$ cat src/rtl/ofs_axi_split_pkg.sv
// Shared types and constants for the AXI AR burst splitter.
package ofs_axi_split_pkg;

  // Width of the remaining-beat counter: a full AXI4 burst is 256 beats.
  localparam int REM_W = 9;

  // log2 of the default 64-byte beat. Parameterised modules compute their own
  // shift from DATA_BYTES.
  localparam int BEAT_SHIFT = 6;

  // One upstream read command at the default widths.
  typedef struct packed {
    logic [47:0] addr;
    logic [7:0]  len;
    logic [8:0]  id;
  } ar_cmd_t;

  typedef enum logic {
    IDLE  = 1'b0,
    SPLIT = 1'b1
  } state_e;

  // True when x is a positive power of two.
  function automatic bit is_pow2(input int x);
    return (x > 0) && ((x & (x - 1)) == 0);
  endfunction

endpackage

$ cat src/rtl/ofs_axi_chunk_calc.sv
// Combinational chunk sizing: given a start address and the beats still
// owed, returns the size of the next chunk and where the following one starts.
module ofs_axi_chunk_calc
  import ofs_axi_split_pkg::*;
#(
  parameter int ADDR_WIDTH = 48,
  parameter int DATA_BYTES = 64,
  parameter int MAX_BEATS  = 16,
  parameter int BOUNDARY   = 4096
) (
  input  logic [ADDR_WIDTH-1:0] addr,
  input  logic [REM_W-1:0]      rem_beats,
  output logic [7:0]            chunk_len,
  output logic [REM_W-1:0]      chunk_beats,
  output logic [ADDR_WIDTH-1:0] next_addr,
  output logic                  is_last
);

  localparam int BEAT_SH   = $clog2(DATA_BYTES);
  localparam int BND_BEATS = BOUNDARY / DATA_BYTES;

  logic [ADDR_WIDTH-1:0] offs_beats;
  logic [ADDR_WIDTH-1:0] btb;
  logic [REM_W-1:0]      beats;

  // Clamp the chunk to the remaining count, the burst cap and the next boundary.
  always_comb begin
    offs_beats = (addr & ADDR_WIDTH'(BOUNDARY - 1)) >> BEAT_SH;
    btb        = ADDR_WIDTH'(BND_BEATS) - offs_beats;
    beats      = rem_beats;
    if (beats > REM_W'(MAX_BEATS)) beats = REM_W'(MAX_BEATS);
    // btb is below beats here, so it fits the narrower counter.
    if (ADDR_WIDTH'(beats) > btb) beats = REM_W'(btb);
    chunk_beats = beats;
    chunk_len   = 8'(beats - REM_W'(1));
    is_last     = (beats == rem_beats);
    // Later chunks always start beat-aligned, so the low bits are dropped here.
    next_addr   = (addr & ~ADDR_WIDTH'(DATA_BYTES - 1))
                + (ADDR_WIDTH'(beats) << BEAT_SH);
  end

endmodule

$ cat src/rtl/ofs_axi_ar_splitter.sv
// AXI4 AR burst splitter: breaks one read command into chunks of at most
// MAX_BEATS beats that never cross a BOUNDARY-byte line, tagging the final one.
module ofs_axi_ar_splitter
  import ofs_axi_split_pkg::*;
#(
  parameter int ADDR_WIDTH = 48,
  parameter int ID_WIDTH   = 9,
  parameter int DATA_BYTES = 64,
  parameter int MAX_BEATS  = 16,
  parameter int BOUNDARY   = 4096
) (
  input  logic                  clk,
  input  logic                  rst_n,
  input  logic                  s_arvalid,
  output logic                  s_arready,
  input  logic [ADDR_WIDTH-1:0] s_araddr,
  input  logic [7:0]            s_arlen,
  input  logic [ID_WIDTH-1:0]   s_arid,
  output logic                  m_arvalid,
  input  logic                  m_arready,
  output logic [ADDR_WIDTH-1:0] m_araddr,
  output logic [7:0]            m_arlen,
  output logic [ID_WIDTH-1:0]   m_arid,
  output logic                  m_arlast
);

  if (!is_pow2(DATA_BYTES)) begin : g_chk_db
    $error("DATA_BYTES must be a power of 2");
  end
  if (!is_pow2(MAX_BEATS) || MAX_BEATS > 256) begin : g_chk_mb
    $error("MAX_BEATS must be a power of 2 in 1..256");
  end
  if (!is_pow2(BOUNDARY) || BOUNDARY < DATA_BYTES) begin : g_chk_bnd
    $error("BOUNDARY must be a power of 2 no smaller than DATA_BYTES");
  end

  state_e                state_q, state_d;
  logic [REM_W-1:0]      rem_q, rem_d;
  logic [ADDR_WIDTH-1:0] next_addr_q, next_addr_d;
  logic [ID_WIDTH-1:0]   id_q, id_d;
  logic                  m_arvalid_q, m_arvalid_d;
  logic [ADDR_WIDTH-1:0] m_araddr_q, m_araddr_d;
  logic [7:0]            m_arlen_q, m_arlen_d;
  logic [ID_WIDTH-1:0]   m_arid_q, m_arid_d;
  logic                  m_arlast_q, m_arlast_d;

  logic                  slot_free;
  logic                  load;
  logic [ADDR_WIDTH-1:0] calc_addr;
  logic [REM_W-1:0]      calc_rem;
  logic [ID_WIDTH-1:0]   calc_id;
  logic [7:0]            calc_len;
  logic [REM_W-1:0]      calc_beats;
  logic [ADDR_WIDTH-1:0] calc_next;
  logic                  calc_last;

  // The single chunk calculator sees the new command in IDLE, the saved tail in SPLIT.
  always_comb begin
    if (state_q == IDLE) begin
      calc_addr = s_araddr;
      calc_rem  = {1'b0, s_arlen} + REM_W'(1);
      calc_id   = s_arid;
    end else begin
      calc_addr = next_addr_q;
      calc_rem  = rem_q;
      calc_id   = id_q;
    end
  end

  ofs_axi_chunk_calc #(
    .ADDR_WIDTH (ADDR_WIDTH),
    .DATA_BYTES (DATA_BYTES),
    .MAX_BEATS  (MAX_BEATS),
    .BOUNDARY   (BOUNDARY)
  ) u_calc (
    .addr        (calc_addr),
    .rem_beats   (calc_rem),
    .chunk_len   (calc_len),
    .chunk_beats (calc_beats),
    .next_addr   (calc_next),
    .is_last     (calc_last)
  );

  // FSM outputs: upstream ready only when idle with a free output slot.
  always_comb begin
    slot_free = ~m_arvalid_q | m_arready;
    s_arready = 1'b0;
    load      = 1'b0;
    case (state_q)
      IDLE: begin
        s_arready = slot_free;
        load      = s_arvalid & slot_free;
      end
      SPLIT: begin
        load = slot_free;
      end
      default: ;
    endcase
  end

  // FSM next state: stay in SPLIT until the last chunk is loaded.
  always_comb begin
    state_d = state_q;
    case (state_q)
      IDLE:    if (load && !calc_last) state_d = SPLIT;
      SPLIT:   if (load && calc_last)  state_d = IDLE;
      default: state_d = IDLE;
    endcase
  end

  // Output slot and split bookkeeping: reload on load, drain on handshake.
  always_comb begin
    m_arvalid_d = m_arvalid_q & ~m_arready;
    m_araddr_d  = m_araddr_q;
    m_arlen_d   = m_arlen_q;
    m_arid_d    = m_arid_q;
    m_arlast_d  = m_arlast_q;
    rem_d       = rem_q;
    next_addr_d = next_addr_q;
    id_d        = id_q;
    if (load) begin
      m_arvalid_d = 1'b1;
      m_araddr_d  = calc_addr;
      m_arlen_d   = calc_len;
      m_arid_d    = calc_id;
      m_arlast_d  = calc_last;
      rem_d       = calc_rem - calc_beats;
      next_addr_d = calc_next;
      id_d        = calc_id;
    end
  end

  // All state, including the output registers, clears on reset.
  always_ff @(posedge clk or negedge rst_n) begin
    if (!rst_n) begin
      state_q     <= IDLE;
      rem_q       <= '0;
      next_addr_q <= '0;
      id_q        <= '0;
      m_arvalid_q <= 1'b0;
      m_araddr_q  <= '0;
      m_arlen_q   <= '0;
      m_arid_q    <= '0;
      m_arlast_q  <= 1'b0;
    end else begin
      state_q     <= state_d;
      rem_q       <= rem_d;
      next_addr_q <= next_addr_d;
      id_q        <= id_d;
      m_arvalid_q <= m_arvalid_d;
      m_araddr_q  <= m_araddr_d;
      m_arlen_q   <= m_arlen_d;
      m_arid_q    <= m_arid_d;
      m_arlast_q  <= m_arlast_d;
    end
  end

  assign m_arvalid = m_arvalid_q;
  assign m_araddr  = m_araddr_q;
  assign m_arlen   = m_arlen_q;
  assign m_arid    = m_arid_q;
  assign m_arlast  = m_arlast_q;

endmodule
$ cat config.mk
export PLATFORM = sky130hd
export DESIGN_NAME = ofs_axi_ar_splitter
export DESIGN_NICKNAME = d
export VERILOG_FILES = /design/src/rtl/ofs_axi_split_pkg.sv /design/src/rtl/ofs_axi_chunk_calc.sv /design/src/rtl/ofs_axi_ar_splitter.sv
export SDC_FILE = /design/constraint.sdc
export NUM_CORES = 1
export LEC_CHECK = 0
export CORE_ASPECT_RATIO = 0.75
export CORE_MARGIN = 1.5
export CORE_UTILIZATION = 58
export CTS_CLUSTER_DIAMETER = 100
export DETAILED_ROUTE_END_ITERATION = 10
export GPL_ROUTABILITY_DRIVEN = 0
export PLACE_DENSITY = 0.86
export SLEW_MARGIN = 10
export SYNTH_ARGS = -nofsm -noshare
export SYNTH_HDL_FRONTEND = slang
export SYNTH_HIERARCHICAL = 1
export SYNTH_SLANG_ARGS = --single-unit
$ cat constraint.sdc
create_clock -name clk -period 14.9 [get_ports clk]
set_input_delay 3.725 -clock clk [delete_from_list [all_inputs] [get_ports clk]]
set_output_delay 3.725 -clock clk [all_outputs]
set_load 0.005 [all_outputs]
Word-level counts from Yosys, hierarchy flattened
Index checks and enable logic that the tools add are counted.
W data, S select, Z words.
- bits in registers: 125
- bits of input ports: 69
- output and inout port bits: 68
- word-level logic and storage cells: 37
- add/subtract/negate cells: 5
- $lt $le $gt $ge: 2
- equal/unequal tests: 1
- mux-type cells: 11
- bitwise gates (word level): 6
- reductions and logical operators: 4
- operators with widths (operator ; number):
    $add A48 B15 Y48 ; 1
    $gt A9 B48 Y1 ; 1
    $mux W48 ; 1
    $mux W9 ; 4
    $add A8 B1 Y9 const B ; 1
    $eq A9 B9 Y1 ; 1
    $gt A9 B5 Y1 const B ; 1
    $sub A9 B9 Y9 ; 1
    $sub A7 B6 Y8 const A ; 1
    $sub A8 B1 Y8 const B ; 1
    $mux W1 ; 4
    $pmux W1 S2 ; 2
    $not A1 Y1 ; 3
    $and A1 B1 Y1 ; 2
    $logic_and A1 B1 Y1 ; 2
    $reduce_and A2 Y1 ; 1
    $logic_not A1 Y1 ; 1
    $or A1 B1 Y1 ; 1

Logic depth before layout (Yosys ltp)
- word-level depth: 11
- depth in mapped cells: 29
- mapped depth without buffers: 25

Modules after synthesis
Netlist, hierarchy kept.
- modules (own cells, without submodules) (module ; instances ; cells an instance ; area each (sq um)):
    ofs_axi_ar_splitter ; 1 ; 647 ; 5884.4
    ofs_axi_chunk_calc ; 1 ; 238 ; 1701.6

Least setup slack after synthesis
No wires, ideal clock.
- path type: input to register
- start: input s_araddr[6]
- end: register next_addr_q[46]
- library setup time: 0.065 ns
- arrival: 8.363 ns
- data required time: 14.835 ns
- path slack: 6.472 ns
- stages on the path: 23
- path buffers: 1
- cells stage by stage: mux2_2 inv_1 ha_1 or3b_1 or3_1 ha_1 nand3_1 a21oi_1 o21bai_2 clkbuf_1 nor2_1 a31o_2 ha_1 fa_1 a21o_1 a21oi_1 o21ai_0 a31o_2 and2_2 nand3_1 xnor2_1 nand2_1 nand2_1
- word-level cells in the longest chain between the ends: 5
- ends and longest elaborated chain (element ; RTL line ; RTL):
    from (decl) ; ofs_axi_ar_splitter.sv:16 ; input logic [ADDR_WIDTH-1:0] s_araddr,
    $mux W48 * ; ofs_axi_ar_splitter.sv:59 ; if (state_q == IDLE) begin
    $sub A7 B6 Y8 * ; ofs_axi_chunk_calc.sv:29 ; btb = ADDR_WIDTH'(BND_BEATS) - offs_beats;
    $gt A9 B48 Y1 ; ofs_axi_chunk_calc.sv:33 ; if (ADDR_WIDTH'(beats) > btb) beats = REM_W'(btb);
    $mux W9 * ; ofs_axi_chunk_calc.sv:33 ;
    via calc_beats[0] ; ofs_axi_ar_splitter.sv:53 ; logic [REM_W-1:0] calc_beats;
    $add A48 B15 Y48 * ; ofs_axi_chunk_calc.sv:39 ; + (ADDR_WIDTH'(beats) << BEAT_SH);
    via calc_next[46] ; ofs_axi_ar_splitter.sv:54 ; logic [ADDR_WIDTH-1:0] calc_next;
    to (signal assigned) ; ofs_axi_ar_splitter.sv:148 ; next_addr_q <= next_addr_d;
    to (decl) ; ofs_axi_ar_splitter.sv:39 ; logic [ADDR_WIDTH-1:0] next_addr_q, next_addr_d;
Mark *: on every way through the listed nets, which the timed path passes. The rest lies on a longest branch.
A chain may end at the register's enable or synchronous reset.

Worst setup path after layout
- start: input s_arlen[2]
- end: register next_addr_q[44]
- word-level cells in the longest chain between the ends: 7
- ends and longest elaborated chain (element ; RTL line ; RTL):
    from (decl) ; ofs_axi_ar_splitter.sv:17 ; input logic [7:0] s_arlen,
    $add A8 B1 Y9 * ; ofs_axi_ar_splitter.sv:61 ; calc_rem = {1'b0, s_arlen} + REM_W'(1);
    $mux W9 * ; ofs_axi_ar_splitter.sv:59 ;
    via calc_rem[5] ; ofs_axi_ar_splitter.sv:50 ; logic [REM_W-1:0] calc_rem;
    $gt A9 B5 Y1 ; ofs_axi_chunk_calc.sv:31 ; if (beats > REM_W'(MAX_BEATS)) beats = REM_W'(MAX_BEATS);
    $mux W9 * ; ofs_axi_chunk_calc.sv:31 ;
    $gt A9 B48 Y1 ; ofs_axi_chunk_calc.sv:33 ;
    $mux W9 * ; ofs_axi_chunk_calc.sv:33 ;
    via calc_beats[2] ; ofs_axi_ar_splitter.sv:53 ;
    $add A48 B15 Y48 * ; ofs_axi_chunk_calc.sv:39 ;
    via calc_next[44] ; ofs_axi_ar_splitter.sv:54 ;
Marked as above.

==> results.txt <==
Crit Path Class -> input pin to register
first-pass GRT wire length -> 30,700 um
Hold Path Class -> register to register
Die Area -> 13,800 um^2
Slew HR -> 25.1%
Synth Instances -> 885
CTS resizes -> 0
clk buf depth -> 2
vias in the first global route -> 6,170
Post-DP Area -> 9010 um^2
Tcrit/Tclk final -> 62.7%
ys flop type -> dfrtp_1
setup bufs post-CTS -> 0
CTS H-tree depth -> 4
FF+latch count, synth -> 125
Routed WL per cell -> 15.8 um
router iterations before antenna repair -> 5
total vias in the final route -> 6,529
Hold-fix buffers, CTS -> 0
mapped cell area -> 7590 um^2
PortBufs -> 136
Vias/cell -> 5.48
fin cells -> 1,192
initial drt markers -> 540
setup TNS -> 0 ns
maximum capacitance violations -> 0
Pins Over Slew Limit -> 0
row cnt -> 35
final non-filler cell area -> 9630 um^2
Peak VDD IR -> 0.119 mV
initial antenna violation count -> 1
Total GRT Usage -> 28.5%
Synth Warn # -> 6
worst-path maximum fanout -> 18
Critical Path AT -> 9.68 ns
starting density of the core -> 60.6%
Max Clock Skew -> 0.0147 ns
Antenna Nets Post-Route -> 0
GRT Residual Overflow -> 0
Fillers -> 890
number of clock sinks -> 125
die width -> 135 um
final WL -> 18,800 um
fmax -> 107 MHz
unrepaired setup endpoints after global routing -> no
Residual DRC -> 0
core area -> 12,500 um^2
Cell variety after synth -> 65
Final Core Density -> 76.9%
clock root cell -> clkbuf_16
final setup vio count -> 0
share of cells above drive strength 1 -> 11.5%
Inst Count DP -> 1,160
outcome -> completed
Leak Pwr -> 4.66 nW
CTS Buf Count -> 17
Top Ports -> 137
area occupied by multi-input gates -> 4190 um^2
Die Span Y -> 102 um
asr flop ratio synth -> 100%
Power Density -> 245 nW/um^2
post-detail-place hpwl -> 12,600 um
largest net degree at the start of global routing -> 109
Reg area -> 3130 um^2
syn_area_per_cell -> 8.57 um^2
commonest non-fill, non-tap cells in the layout -> nand2_1 (365), clkdlybuf4s50_1 (135), dfrtp_1 (124)
CP startpoint kind -> input pin
min Tclk post-route -> 9.34 ns
register area share after synthesis -> 41.2%
commonest non-fill, non-tap cell in the layout -> nand2_1
CP Data Required Time -> 15.25 ns
Final Net Count -> 1,111
worst-margin pin slew -> 1.12 ns
final hold viol count -> 0
later-pin clock latency in the skew report -> 0.42 ns
crit end category -> register
Layout Area Growth over Synthesis -> 27.0%
CTS clock-pin slew for the worst setup and hold paths -> 0.06 ns
CTS tree -> yes
Post-synth EDFFs -> 0
==> state kept, by name, indices dropped and copies added, names as in the netlist, named ones only <==
name         flops
next_addr_q     48
m_arlen          8
rem_q            9
m_arvalid        1
m_araddr        48
m_arid           9
m_arlast         1
==> final timing paths <==
check / startpoint / end / slack (ns) / depth (start not counted)
max: s_arlen[2] / next_addr_q[44] / 5.56 / 25
min: next_addr_q[41] / next_addr_q[41] / 0.47 / 2
max reg2reg: register / next_addr_q[44] / 8.47 / 22
min reg2reg: next_addr_q[41] / next_addr_q[41] / 0.47 / 2
max in group asynchronous: rst_n / next_addr_q[0] / 10.17 / 2
min in group asynchronous: rst_n / rem_q[8] / 3.31 / 1
==> per-stage QoR <==
| stage | power [mW] | hold slack [ns] | worst slack, ns |
|---|---|---|---|
| floorplan | 1.48 | 0.440 | 6.47 |
| global placement | 1.84 | 0.451 | 5.57 |
| detailed placement | 1.87 | 0.458 | 5.37 |
| CTS | 2.35 | 0.473 | 5.67 |
| global route | 2.54 | 0.494 | 5.12 |
| finish | 2.36 | 0.469 | 5.56 |
==> synthesized netlist by cell type, types with 2 or more instances <==
cell / n / share of area, %
mux2i_1: 2 / 0.26
nor3b_1: 2 / 0.20
nand4_1: 7 / 0.58
or3_1: 2 / 0.16
nor2_1: 26 / 1.3
o211ai_1: 2 / 0.20
inv_1: 26 / 1.3
nand2_1: 365 / 18
nor4_1: 2 / 0.16
buf_4: 9 / 0.89
o21bai_1: 3 / 0.30
o21ai_1: 2 / 0.13
a21oi_1: 14 / 0.92
nor2b_1: 3 / 0.25
xnor2_1: 42 / 4.8
nor3_1: 8 / 0.53
nor3_2: 2 / 0.26
o21ai_0: 18 / 1.2
o21ai_2: 2 / 0.23
mux2_2: 60 / 8.9
ha_1: 27 / 4.5
o21a_1: 3 / 0.30
nand2b_1: 6 / 0.49
a31o_2: 2 / 0.23
and3_1: 7 / 0.58
xnor2_2: 2 / 0.43
and2_1: 2 / 0.16
a2111oi_0: 3 / 0.35
a31oi_1: 2 / 0.16
xor2_1: 20 / 2.3
buf_2: 22 / 1.5
dfrtp_1: 125 / 41
o31ai_1: 2 / 0.20
a21o_1: 4 / 0.40
nand3_1: 21 / 1.4
fa_1: 2 / 0.53
clkbuf_1: 10 / 0.49
==> routing by layer <==
layer / part of all wire [%] / vias up / GRT usage (%)
met5: 0 / - / 0
met4: 1.1 / 0 / 8.02
met3: 9.1 / 21 / 8.63
met2: 43 / 272 / 42.1
met1: 47 / 3107 / 40.8
li1: - / 3129 / -
==> kinds of logic (layout without fill, tap and decap cells) <==
logic type / Yosys count / in the layout / share of synthesized area (%)
fa+ha+maj: 29 / 29 / 4.98
mux: 62 / 62 / 9.17
flops: 125 / 125 / 41.2
buf+inv: 68 / 197 / 4.27
compound gates: 67 / 67 / 6.20
other cells: 1 / 13 / 0.0494
simple gates: 468 / 468 / 26.3
xor+xnor: 65 / 65 / 7.80
==> power by group <==
| group | internal, mW | switching [mW] |
|---|---|---|
| registers | 0.493 | 0.0856 |
| clock network | 0.280 | 0.157 |
| logic | 0.606 | 0.740 |
| total | 1.38 | 0.983 |
==> worst max-delay path, cell delays in order <==
cell	delay, ns
clkdlybuf4s50_1	0.57
nand3_1	0.18
nor2_1	0.16
xnor2_1	0.13
o21ai_0	0.17
nor3_1	0.45
and2_0	0.36
nand2_1	0.11
inv_1	0.09
ha_1	0.25
a21oi_1	0.13
a21oi_1	0.09
o21bai_2	0.59
mux2i_1	0.38
inv_1	0.14
ha_1	0.35
a21o_1	0.13
a21oi_1	0.11
o21ai_0	0.38
a31oi_1	0.23
nor3_1	0.40
nand4_1	0.19
xnor2_1	0.16
nand2_1	0.08
nand2_1	0.11
==> cell type report <==
type / instances / area share, %
Multi-Input combinational cell: 703 / 43.5
Sequential cell: 125 / 32.5
Timing Repair Buffer: 140 / 14.4
Clock buffer: 18 / 4.46
Tap cell: 166 / 2.16
Clock inverter: 13 / 1.97
Inverter: 26 / 1.01
Antenna cell: 1 / 0.0260
Note: power is estimated with default switching activity, not from simulation.
==> variant 1: new RTL, config.mk and constraints unchanged <==
Reset style: synchronous (`rst_n`), changed in one clocked block.
--- a/src/rtl/ofs_axi_ar_splitter.sv
+++ b/src/rtl/ofs_axi_ar_splitter.sv
@@ -131,7 +131,7 @@
   end
 
   // All state, including the output registers, clears on reset.
-  always_ff @(posedge clk or negedge rst_n) begin
+  always_ff @(posedge clk) begin
     if (!rst_n) begin
       state_q     <= IDLE;
       rem_q       <= '0;
Formal check against the unedited RTL: differs if rst_n is asserted again (counterexample within 4 cycles, from zero or initial values and one cycle with rst_n low); with rst_n held inactive, the same outputs for 4 cycles.
==> variant 1 against the unedited design <==
- final area fell by 1.3%
- core utilization fell by 0.46 points
- worst setup slack got worse by 0.11 ns
- area after synthesis fell by 1.3%
- sequential cell count did not move
- synthesized cell count rose by 3.3%
- via count rose by 1.0%
- wire length barely moved
- largest cell class unchanged
- highest routed layer unchanged
Power is not compared: it rests on default switching activity, and its combinational part moved more than twofold at a synthesized area within 25%.
==> variant 1: results (changes against the unedited design) <==
setup_path:
  crit_start: "s_arlen[2]"
  max_stage_delay_ns: 0.62  # +0.03 ns
  worstSetupEndpoint: "next_addr_q[46]$_SDFFE_PN0N_"
  r2r_end: "next_addr_q[46]$_SDFFE_PN0N_"
  rr_worst_depth: 23  # +4.5%
  crit_family: "compound AO/OA/AOI/OAI gates"
  cp_data_arrival_time_ns: 9.78  # +0.10 ns
synthesis:
  avgSynthCellArea_sq_um: 8.19  # -4.4%
  synth-adder-area-share_pct: 5.05  # +0.064 points
  ys_types: 66  # +1.5%
  synthArstFlopShare_pct: 0  # -100 points
  synth_common_cells: "257 x nand2_1, 125 x dfxtp_1, 87 x a21boi_0, 51 x mux2_2, 42 x xnor2_1"
  synth-main-ff-cell: "dfxtp_1"
  synth-xor-area-share_pct: 7.57  # -0.23 points
  synth-seq-area-share_pct: 33.4  # -7.8 points
  muxShareOfSynthArea_pct: 9.41  # +0.23 points
route:
  wl_met2_mm: 8.53  # +5.7%
  wl_met3_mm: 1.15  # -33%
  viasPerCell: 5.47  # about the same
  wl_met1_mm: 9.00  # +2.1%
  wl_per_cell_um: 15.6  # -1.1%
  drt_iter0_markers: 471  # -13%
  num_vias: 6595  # +1.0%
final_layout:
  fin_nets: 1124  # +1.2%
  drive_above_1_share_pct: 10.4  # -1.1 points
  filler_cell_count: 921  # +3.5%
  diodes: 0  # -1
grt:
  grt_pass1_vias: 6214  # +0.71%
  grt_max_degree: 133  # +22%
  track_usage_pct: 27.9  # -0.60 points
  antenna_found_initial: 0  # -1
  grt_pass1_wl_mm: 30.5  # -0.70%
  met3_usage_pct: 6.86  # -1.8 points
  grt_util_met2_pct: 45.1  # +3.0 points
placed_design:
  dp_cells: 1173  # +1.1%
  dp_hpwl_mm: 12.3  # -2.6%
  place_area_sq_um: 8860  # -1.7%
outcome:
  status: "complete, no violations"
sta:
  slew_headroom_pct: 25.6  # +0.53 points
min_path:
  min_to: "next_addr_q[8]$_SDFFE_PN0N_"
clock_tree:
  cts.clk_slew.worst_paths_ns: 0.06  # about the same
-- variant 1: cells by family after synthesis --
group           count (synthesis)
flops                         125
other cells                     1
compound gates                175
fa+ha+maj                      29
mux                            64
simple gates                  370
buf+inv                        87
xor+xnor                       63
-- variant 1: per-stage QoR --
step	hold slack (ns)	setup WS [ns]	total power, mW
floorplan	0.432	6.42	0.676
global placement	0.438	5.54	0.781
detailed placement	0.444	5.36	0.789
CTS	0.454	5.70	1.25
global route	0.468	5.10	1.32
finish	0.452	5.46	1.25
-- variant 1: cell type report --
type / count / area, sq um / share of cell area (%)
multi-input cells: 713 / 4650 / 48.9
flip-flops and latches: 125 / 2500 / 26.3
repair buffers: 140 / 1390 / 14.6
clock buffers: 21 / 470 / 4.95
well taps: 166 / 208 / 2.18
clock inverters: 11 / 179 / 1.88
inverters: 29 / 109 / 1.14
==> variant 2: new RTL, config.mk and constraints unchanged <==
Made on the original files. `REM_W`: 9 -> 13.
--- a/src/rtl/ofs_axi_split_pkg.sv
+++ b/src/rtl/ofs_axi_split_pkg.sv
@@ -2,7 +2,7 @@
 package ofs_axi_split_pkg;
 
   // Width of the remaining-beat counter: a full AXI4 burst is 256 beats.
-  localparam int REM_W = 9;
+  localparam int REM_W = 13;
 
   // log2 of the default 64-byte beat. Parameterised modules compute their own
   // shift from DATA_BYTES.
Check against the original RTL: same outputs for any inputs over 4 cycles, from zero or initial values and one cycle with rst_n low; that may be too few to reach the edited logic, so the function may still have changed.
==> variant 2 against the unedited design <==
- area after synthesis up 8.6%
- non-clock buffer count up 2
- cell count up 9.2%
- final area up 6.9%
- worst setup slack worse by 0.49 ns
- fmax down 5.0%
- synthesized cell count up 11%
- combinational power down 12%
- first-iteration DRC count up 27%
- power down 8.2%
- sequential cell count up 4
- global-route usage up 0.51 points
- wire length up 10%
- largest cell class unchanged
==> variant 2: results (changes against the unedited design) <==
setup_path:
  r2r_end: "next_addr_q[40]$_DFFE_PN0N_"
  rr_worst_depth: 20  # -9.1%
  cp_data_arrival_time_ns: 10.13  # +0.45 ns
  crit_start: "s_arlen[3]"
  max_stage_delay_ns: 0.62  # +0.03 ns
  critPathSlowestCell: "o31a_1"
  cp_max_fo: 14  # -4
  crit_family: "compound AO/OA/AOI/OAI gates"
  reg2reg_slack_ns: 7.89  # -0.58 ns
synthesis:
  avgSynthCellArea_sq_um: 8.37  # -2.3%
  synth-seq-area-share_pct: 39.2  # -2.0 points
  yosysMostFrequentCell: "nand2_1"
  synth-warning-count: 6  # unchanged
  ys_types: 68  # +4.6%
  synth.area.top_cells: "dfrtp_1 39%, nand2_1 17%, mux2_2 8.7%, ha_1 5.3%, xor2_1 3.6%"
  synthArstFlopShare_pct: 100  # unchanged
  synth_common_cells: "366 x nand2_1, 129 x dfrtp_1, 64 x mux2_2, 42 x nor2_1, 35 x ha_1"
placed_design:
  dp_cells: 1271  # +9.6%
  port_buffers: 136  # unchanged
  pre_cts_ws_ns: 4.95  # -0.420 ns
  place_area_sq_um: 9690  # +7.6%
  dp_hpwl_mm: 14.0  # +11%
min_path:
  min_to: "next_addr_q[16]$_DFFE_PN0N_"
  hold_depth: 2  # unchanged
  holdCritStartpoint: "next_addr_q[16]$_DFFE_PN0N_"
  min_path_type: "reg -> reg"
pwr:
  p_sw_share_pct: 40.8  # -0.80 points
  p_leak_nw: 4.99  # +6.9%
  ir_drop_uv: 130  # +9.4%
final_layout:
  fin_nets: 1221  # +9.9%
  diodes: 0  # -1
  filler_cell_count: 1002  # +13%
  drive_above_1_share_pct: 11.4  # -0.066 points
grt:
  track_usage_pct: 29.0  # +0.51 points
  antenna_found_initial: 0  # -1
  grt_pass1_wl_mm: 34.7  # +13%
  grt_max_degree: 107  # -1.8%
route:
  drt_first_pass_iters: 7  # +2
  drt_iter0_markers: 688  # +27%
  viasPerCell: 5.57  # +1.6%
  num_vias: 7247  # +11%
  wl_per_cell_um: 15.9  # +0.75%
outcome:
  status: "complete, no violations"
clock_tree:
  clock_path_buffers: 2  # unchanged
  cts.clk_slew.worst_paths_ns: 0.06  # about the same
  postCtsResizedCells: 0  # unchanged
  cts_htree_levels: 4  # unchanged
  cts_buffers: 17  # unchanged
sta:
  slew_headroom_pct: 26.5  # +1.4 points
  clock-skew-final_ns: 0.0112  # -0.00353 ns
-- variant 2: cell count changes after synthesis, moves of 6 or more --
cell	change
nor2_1	+16
xnor2_1	-16
xor2_1	+14
a21oi_1	+10
and2_1	+8
ha_1	+8
inv_1	+8
o21ai_0	+8
nor3_1	+7
nand4_1	-6
o31ai_1	+6
-- variant 2: how the worst max path moves through the flow --
| stage | to | slack [ns] | cells after the start |
|---|---|---|---|
| after detailed placement | next_addr_q[32]$_DFFE_PN0N_ | 4.95 | 24 |
| final | next_addr_q[40]$_DFFE_PN0N_ | 5.07 | 24 |
| after CTS | next_addr_q[32]$_DFFE_PN0N_ | 5.29 | 24 |
| after global routing | next_addr_q[38]$_DFFE_PN0N_ | 4.74 | 24 |
| after floorplan | next_addr_q[32]$_DFFE_PN0N_ | 6.42 | 25 |
| after global placement | next_addr_q[40]$_DFFE_PN0N_ | 5.22 | 23 |
-- variant 2: cell families (layout without fill, tap and decap cells) --
group                    Yosys count  after routing  share of synthesized area, %
flip-flops                       129            129                          39.2
AND/OR/NAND/NOR                  495            495                          25.5
buffers and inverters             84            208                          4.77
adder cells (fa/ha/maj)           37             37                          5.80
AO/OA/AOI/OAI                    112            112                          9.33
multiplexers                      66             66                          8.99
XOR/XNOR                          60             60                          6.38
other                              1             20                        0.0455
-- variant 2: cell type report --
cell class	instances	area, sq um	share of cell area [%]
timing repair buffer	142	1410	13.7
multi-input combinational	790	4710	45.7
tap	175	219	2.13
clock buffer	18	439	4.27
clock inverter	13	163	1.58
inverter	35	131	1.28
sequential	129	3230	31.4
-- variant 2: power by group through the flow --
| stage | Combinational, mW | Sequential, mW | Clock (mW) |
|---|---|---|---|
| final | 1.19 | 0.556 | 0.427 |
| after floorplan | 0.799 | 0.550 | 0 |
| after CTS | 1.17 | 0.555 | 0.432 |
| after detailed placement | 1.14 | 0.557 | 0 |
| after global routing | 1.30 | 0.570 | 0.449 |
| after global placement | 1.11 | 0.554 | 0 |
-- variant 2: stage by stage --
stage / hold WS, ns / power, mW / util [%]
global placement: 0.453 / 1.66 / 70.3
finish: 0.468 / 2.17 / 74.6
floorplan: 0.440 / 1.35 / -
detailed placement: 0.458 / 1.70 / 70.3
CTS: 0.474 / 2.15 / 74.6
global route: 0.482 / 2.32 / 74.6
-- variant 2: routing by layer --
metal / vias up / track usage (%) / share of wire [%] / wire (um)
li1: 3490 / - / - / -
met1: 3426 / 40.0 / 44 / 9210
met2: 294 / 46.4 / 47 / 9630
met3: 37 / 5.95 / 7.4 / 1530
met4: 0 / 8.63 / 1.6 / 327
met5: - / 0 / 0 / 0
